<file path="src/rtl/dv_data_bus_arb.sv">
// Two-master OBI-style data-bus arbiter. m0 is the core data port and m1 is a background master.
// An ID FIFO records the issuer of each granted transaction so that every response returns to it.
module dv_data_bus_arb #(
    parameter  int unsigned DataWidth = 33,
    parameter  int unsigned AddrWidth = 32,
    parameter  int unsigned MaxOutstd = 4,
    localparam int unsigned PtrW      = $clog2(MaxOutstd),
    localparam int unsigned CntW      = PtrW + 1
) (
    input  logic                 clk_i,
    input  logic                 rst_ni,

    input  logic                 m0_req_i,
    input  logic                 m0_we_i,
    input  logic [3:0]           m0_be_i,
    input  logic                 m0_is_cap_i,
    input  logic [AddrWidth-1:0] m0_addr_i,
    input  logic [DataWidth-1:0] m0_wdata_i,
    output logic                 m0_gnt_o,
    output logic                 m0_rvalid_o,
    output logic [DataWidth-1:0] m0_rdata_o,
    output logic                 m0_err_o,

    input  logic                 m1_req_i,
    input  logic                 m1_we_i,
    input  logic [3:0]           m1_be_i,
    input  logic                 m1_is_cap_i,
    input  logic [AddrWidth-1:0] m1_addr_i,
    input  logic [DataWidth-1:0] m1_wdata_i,
    output logic                 m1_gnt_o,
    output logic                 m1_rvalid_o,
    output logic [DataWidth-1:0] m1_rdata_o,
    output logic                 m1_err_o,

    output logic                 s_req_o,
    output logic                 s_we_o,
    output logic [3:0]           s_be_o,
    output logic                 s_is_cap_o,
    output logic [AddrWidth-1:0] s_addr_o,
    output logic [DataWidth-1:0] s_wdata_o,
    input  logic                 s_gnt_i,
    input  logic                 s_rvalid_i,
    input  logic [DataWidth-1:0] s_rdata_i,
    input  logic                 s_err_i,

    output logic [CntW-1:0]      outstd_o,
    output logic                 proto_err_o
);

    typedef enum logic [1:0] {
        IDLE,
        LOCK0,
        LOCK1
    } state_e;

    state_e          state_q, state_d;
    logic            rrLast_q;
    logic            ids_q [MaxOutstd];
    logic [PtrW-1:0] wptr_q, rptr_q;
    logic [CntW-1:0] count_q, count_d;
    logic            protoErr_q;

    logic sel, reqValid, full, empty, push, pop, headId;

    // A locked master keeps the mux until its request is accepted; otherwise round-robin on ties.
    always_comb begin
        sel      = 1'b0;
        reqValid = 1'b0;
        unique case (state_q)
            LOCK0: begin
                sel      = 1'b0;
                reqValid = m0_req_i;
            end
            LOCK1: begin
                sel      = 1'b1;
                reqValid = m1_req_i;
            end
            default: begin
                reqValid = m0_req_i | m1_req_i;
                if (m0_req_i && m1_req_i) begin
                    sel = ~rrLast_q;
                end else begin
                    sel = m1_req_i;
                end
            end
        endcase
    end

    assign full    = (count_q == CntW'(MaxOutstd));
    assign empty   = (count_q == '0);
    assign s_req_o = reqValid & ~full;
    assign push    = s_req_o & s_gnt_i;
    assign pop     = s_rvalid_i & ~empty;
    assign headId  = ids_q[rptr_q];

    assign s_we_o     = s_req_o & (sel ? m1_we_i : m0_we_i);
    assign s_be_o     = s_req_o ? (sel ? m1_be_i : m0_be_i) : '0;
    assign s_is_cap_o = s_req_o & (sel ? m1_is_cap_i : m0_is_cap_i);
    assign s_addr_o   = s_req_o ? (sel ? m1_addr_i : m0_addr_i) : '0;
    assign s_wdata_o  = s_req_o ? (sel ? m1_wdata_i : m0_wdata_i) : '0;

    assign m0_gnt_o    = push & ~sel;
    assign m1_gnt_o    = push & sel;
    assign m0_rvalid_o = pop & ~headId;
    assign m1_rvalid_o = pop & headId;
    assign m0_rdata_o  = m0_rvalid_o ? s_rdata_i : '0;
    assign m1_rdata_o  = m1_rvalid_o ? s_rdata_i : '0;
    assign m0_err_o    = m0_rvalid_o & s_err_i;
    assign m1_err_o    = m1_rvalid_o & s_err_i;

    assign outstd_o    = count_q;
    assign proto_err_o = protoErr_q;

    always_comb begin
        state_d = state_q;
        unique case (state_q)
            LOCK0, LOCK1: begin
                if (push) begin
                    state_d = IDLE;
                end
            end
            default: begin
                if (s_req_o && !s_gnt_i) begin
                    state_d = sel ? LOCK1 : LOCK0;
                end
            end
        endcase
        count_d = count_q + CntW'(push) - CntW'(pop);
    end

    // rrLast resets to m1 so that m0 wins the first tie after reset.
    always_ff @(posedge clk_i or posedge rst_ni) begin
        if (rst_ni) begin
            state_q    <= IDLE;
            rrLast_q   <= 1'b1;
            wptr_q     <= '0;
            rptr_q     <= '0;
            count_q    <= '0;
            protoErr_q <= 1'b0;
            for (int i = 0; i < int'(MaxOutstd); i++) begin
                ids_q[i] <= 1'b0;
            end
        end else begin
            state_q <= state_d;
            count_q <= count_d;
            if (push) begin
                ids_q[wptr_q] <= sel;
                wptr_q        <= wptr_q + PtrW'(1);
                rrLast_q      <= sel;
            end
            if (pop) begin
                rptr_q <= rptr_q + PtrW'(1);
            end
            if (s_rvalid_i && empty) begin
                protoErr_q <= 1'b1;
            end
        end
    end

endmodule

</file>
<file path="config.mk">
export PLATFORM = sky130hd
export DESIGN_NAME = dv_data_bus_arb
export DESIGN_NICKNAME = d
export VERILOG_FILES = /design/src/rtl/dv_data_bus_arb.sv
export SDC_FILE = /design/constraint.sdc
export NUM_CORES = 1
export LEC_CHECK = 0
export CORE_AREA = 2 2 129 131
export DETAILED_ROUTE_END_ITERATION = 8
export DIE_AREA = 0 0 131 133
export GPL_TIMING_DRIVEN = 0
export SYNTH_ARGS = -nofsm -noshare
export SYNTH_HDL_FRONTEND = slang
export SYNTH_SLANG_ARGS = --single-unit
export TNS_END_PERCENT = 30
</file>
<file path="constraint.sdc">
create_clock -name clk_i -period 6.16 [get_ports clk_i]
set_input_delay 1.232 -clock clk_i [delete_from_list [all_inputs] [get_ports clk_i]]
set_output_delay 1.232 -clock clk_i [all_outputs]
set_load 0.01 [all_outputs]
</file>
# Word level (Yosys, flattened, before mapping)
# Cells that the tools add are included.
# totals
reg_bits	15
inputBits	182
wordCells	72
# classes
add_sub_neg	4
n_lt_le_gt_ge	3
n_eq_ne	4
muxes	23
bitwise	19
n_reduce_logical	9
# op_table
operator	count
$mux 33	4
$mux 32	2
$and 1x1->1	11
$mux 2	4
$mux 4	2
$ge 3x3->1 const B	2
$mux 1	6
$not 2->3	2
$not 1->1	5
$add 2x1->2 const B	2
$bwmux 4	1
$logic_and 1x1->1	4
$pmux 1 s2	2
$add 3x1->3	1
$eq 3x3->1 const B	1
$logic_not 3->1	1
$lt 3x1->1 const B	1
$sub 3x1->3	1
$bmux 1 s2	1
$demux 1 s2	1
$eq 2x1->1 const B	1
$eq 2x2->1 const B	1
$ne 2x2->1 const B	1
$reduce_and 2->1	1
other kinds (4)	4

# Depth between registers and ports, before layout
# depth
ltp_word	7
depth_mapped	14
ltp_nobuf	13

# Least setup slack after synthesis
# No wires, ideal clock.
# synth_path
path_type	input to output
startpoint	input m1_req_i
endpoint	output s_addr_o[24]
arrival_time_ns	2.263
t_required_ns	4.928
path_slack_ns	2.665
cell_stages	6
path_buffers	2
path_cell_list	a21boi_1 -> mux2i_2 -> buf_2 -> buf_2 -> nand2_1 -> a21oi_1
# synth_via
elab_chain_cells	5
# synth_lines
item	line	source
start, declared	24	input logic m1_req_i,
$logic_and 1x1->1	80	if (m0_req_i && m1_req_i) begin
$mux 1	80	
$pmux 1 s2	69	unique case (state_q)
$mux 32	99	assign s_addr_o = s_req_o ? (sel ? m1_addr_i : m0_addr_i) : '0;
$mux 32 *	99	
end, declared	39	output logic [AddrWidth-1:0] s_addr_o,
# Mark *: on every way between the ends. The rest lies on a longest branch, timed or not.

# Worst setup path after layout
# layout_path
startpoint	input m1_req_i
endpoint	output s_wdata_o[29]
# layout_via
elab_chain_cells	5
# layout_lines
item	line	source
$logic_and 1x1->1	80	
$mux 1	80	
$pmux 1 s2	69	
$mux 33	100	assign s_wdata_o = s_req_o ? (sel ? m1_wdata_i : m0_wdata_i) : '0;
$mux 33 *	100	
end, declared	40	output logic [DataWidth-1:0] s_wdata_o,
# Marked as above.

==> metrics.yaml <==
status: "finished, final reports clean"
hold_violations: 0
sequential_share_of_the_synthesized_area_pct: 15.96
num-nets-final: 915
grt_first_pass_wirelength_mm: 20.73
flow.area_growth_from_synthesis_pct: 154.6
setup_viol_count_final: 0
cts_resized: 0
dieArea_um2: 17420
maxClockFrequency_mhz: 205.1
clock_latency_ns: 0.25
share_of_final_layout_standard_cells_stronger_than_drive_strength_1_pct: 7.746
maxSlewViolCount: 0
min_to: "proto_err_o"
floorplan.die.height_um: 133
post_synthesis_cell_area_um2: 2360
synth_edf_count: 0
cap_violations: 0
pwr_density_nw_per_um2: 456.2
static-leakage-power_nw: 2.492
clk_pin_slew_worst_paths_ns: 0.05
cp_data_required_time_ns: 4.93
ff2ff_setup_slack_ns: 3.29
io_buffers: 329
globalRoute.totalOverflow: 0
whs_path_depth: 1
reg2reg_capture_point: "outstd_o[2]"
largest_net_degree_at_the_start_of_global_routing: 16
highest_layer: "met4"
worst_ir_drop_vdd_mv: 0.2028
ioPinCount: 330
finalSetupTns_ns: 0
tightest_slew_ns: 0.5880
power.total_w: 0.002741
wirelength_mm: 14.03
fp.coreArea_um2: 16170
gr-usage-all-layers_pct: 15.02
register_bit_total_from_synthesis: 15
r2r-start: "state_q[0]"
ys_async_sr_fraction_pct: 100.0
synth_area_per_inst_um2: 6.051
synth.yosys.warnings: 0
period_share_pct: 79.13
routedWlPerCell_um: 14.87
hold_start: "proto_err_o"
dr_total_vias: 3854
routabilityCongestion: 0.8131
worst_path_arrival_time_ns: 3.64
synthCells: 390
tritoncts.num_buffers: 3
cts-root-buf: "sky130_fd_sc_hd__clkbuf_16"
met1_wl_mm: 6.133
drtPass1Iterations: 4
period_needed_ns: 4.875
avg_vias_per_cell: 4.087
critical_path_peak_fanout: 10
clock_path_buffers: 2
path_class: "primary input to output pin"
layout_cell_area_excl_fill_um2: 6008
detailedPlacementHpwl_mm: 11.54
crit_path_top_delay_cell: "sky130_fd_sc_hd__clkdlybuf4s50_1"
timing.critical_path.cells: "clkdlybuf4s50_1, a21boi_1, mux2_2, buf_2, buf_2, nand2_1, a21oi_1, clkdlybuf4s50_1"
grt_setup_unrepaired: "false"
path_buf_inv: 4
ant_nets: 0
antennaDiodeCount: 0
critical_path.max_stage_delay_ns: 0.59
critPathTopFamily: "buffers and inverters"
cts_hold_repair.buffers: 0
antenna_found_initial: 0
std_cell_rows: 47
met2RoutedLength_mm: 6.973
drc: 0
detailed_place.area_um2: 5928
final_util_pct: 37.15
drt-initial-drc-count: 145
first_global_vias: 3665
length_of_routed_met3_wiring_um: 810
cts.sink_count: 15
slew-limit-headroom_pct: 60.76
synth.distinct_cells: 32
tritoncts_clock_tree: "done"
die_width_um: 131
setup.worst_path.start_class: "primary input"
post-cts-setup-buffers: 0
dominantRegCellSynth: "sky130_fd_sc_hd__dfrtp_1"
worstHoldPathType: "flop to flop"
timing.reg2reg.worst_path_depth: 14
clock-skew-final_ns: 0.002776
initial_core_util_pct: 14.59
crit_path_end_kind: "output pin"
syn_nets: 581
cts_max_level: 1
-- Yosys cell counts, drive strengths merged, types with 3 or more instances --
library cell	n	area (um2)
inv	10	37.53
mux2	3	33.78
a21oi	71	355.3
dfrtp	14	350.3
a41oi	4	35.03
and2	35	236.5
nand2	146	548.0
clkbuf	11	41.29
xnor2	5	43.79
o21ai	3	15.01
a31oi	4	25.02
and3	34	219.0
a22o	3	26.28
ha	8	100.1
nor2	4	22.52
buf	25	146.4
-- metal layers --
| metal | vias to the layer above | global-route usage, % |
|---|---|---|
| met5 | - | 0 |
| met3 | 12 | 1.941 |
| met4 | 0 | 1.832 |
| li1 | 1955 | - |
| met1 | 1745 | 20.69 |
| met2 | 142 | 25.59 |
-- final cells by class --
type	count	area (um2)
buffer	36	187.7
clock buffer	3	75.07
clock inverter	1	5.005
fill	1698	10160
inverter	10	37.54
multi-input combinational	329	1758
sequential	15	376.6
tap	220	275.3
timing repair buffer	329	3293
-- metrics by stage --
| step | setup WS, ns | cells | hold slack, ns |
|---|---|---|---|
| 2_1_floorplan | 2.665 | 390 | 0.4528 |
| 3_3_place_gp | 1.215 | 939 | 0.4380 |
| 3_5_place_dp | 1.267 | 939 | 0.4551 |
| 4_1_cts | 1.238 | 943 | 0.4664 |
| 5_1_grt | 1.097 | 943 | 0.4880 |
| 6_report | 1.286 | 943 | 0.4638 |
-- how the worst max path moves through the flow --
stage / startpoint / cells after the start / endpoint
floorplan: m1_req_i / 6 / s_addr_o[24]
global placement: m1_req_i / 8 / s_wdata_o[29]
detailed placement: m1_req_i / 8 / s_wdata_o[29]
CTS: m1_req_i / 8 / s_wdata_o[29]
global route: m1_req_i / 8 / s_wdata_o[29]
finish: m1_req_i / 8 / s_wdata_o[29]
-- cell families after synthesis --
group,after synthesis,share of synthesized area (%)
DFF,15,15.96
buffers and inverters,46,9.544
xor gates and xnor gates,5,1.856
adders and majority gates,9,5.090
muxes,5,2.969
and+or+nand+nor,221,43.96
AOI/OAI and AO/OA,89,20.63
-- layout by cell type, fill, tap and decap left out --
cell type,Yosys,layout
sky130_fd_sc_hd__a21o_1,1,1
sky130_fd_sc_hd__clkbuf_16,0,3
sky130_fd_sc_hd__clkinv_2,0,1
sky130_fd_sc_hd__buf_2,21,21
sky130_fd_sc_hd__o31ai_1,2,2
sky130_fd_sc_hd__and3_2,5,5
sky130_fd_sc_hd__ha_1,8,8
sky130_fd_sc_hd__fa_1,1,1
sky130_fd_sc_hd__o21ai_0,2,2
sky130_fd_sc_hd__inv_1,9,9
sky130_fd_sc_hd__dfrtp_1,14,14
sky130_fd_sc_hd__nor3_1,1,1
sky130_fd_sc_hd__buf_6,3,3
sky130_fd_sc_hd__mux2_2,3,3
sky130_fd_sc_hd__clkbuf_1,11,11
sky130_fd_sc_hd__and2_1,21,21
sky130_fd_sc_hd__mux4_2,1,1
sky130_fd_sc_hd__mux2i_2,1,1
sky130_fd_sc_hd__nor2_4,1,1
sky130_fd_sc_hd__inv_2,1,1
sky130_fd_sc_hd__a31oi_1,4,4
sky130_fd_sc_hd__a21oi_1,71,71
sky130_fd_sc_hd__o21ai_1,1,1
sky130_fd_sc_hd__nor2_1,3,3
sky130_fd_sc_hd__and2_2,14,14
sky130_fd_sc_hd__clkdlybuf4s50_1,0,329
sky130_fd_sc_hd__a41oi_1,4,4
sky130_fd_sc_hd__nand2_1,146,146
sky130_fd_sc_hd__and3_1,29,29
sky130_fd_sc_hd__buf_4,1,1
sky130_fd_sc_hd__a21boi_1,1,1
sky130_fd_sc_hd__a22o_1,3,3
sky130_fd_sc_hd__dfstp_2,1,1
sky130_fd_sc_hd__xnor2_1,5,5
sky130_fd_sc_hd__nand2b_1,1,1
-- report_power, final --
group / total, W / internal [W] / switching [W]
Sequential: 0.000201 / 0.000154 / 0.0000475
Clock: 0.000128 / 0.0000868 / 0.0000410
Combinational: 0.00241 / 0.00123 / 0.00119
-- flip-flops by register name, indices dropped and copies added, names as in the netlist --
name         count
wptr_q           2
proto_err_o      1
state_q          2
outstd_o         3
rptr_q           2
ids_q            4
rrLast_q         1
(Power assumes the default switching activity.)
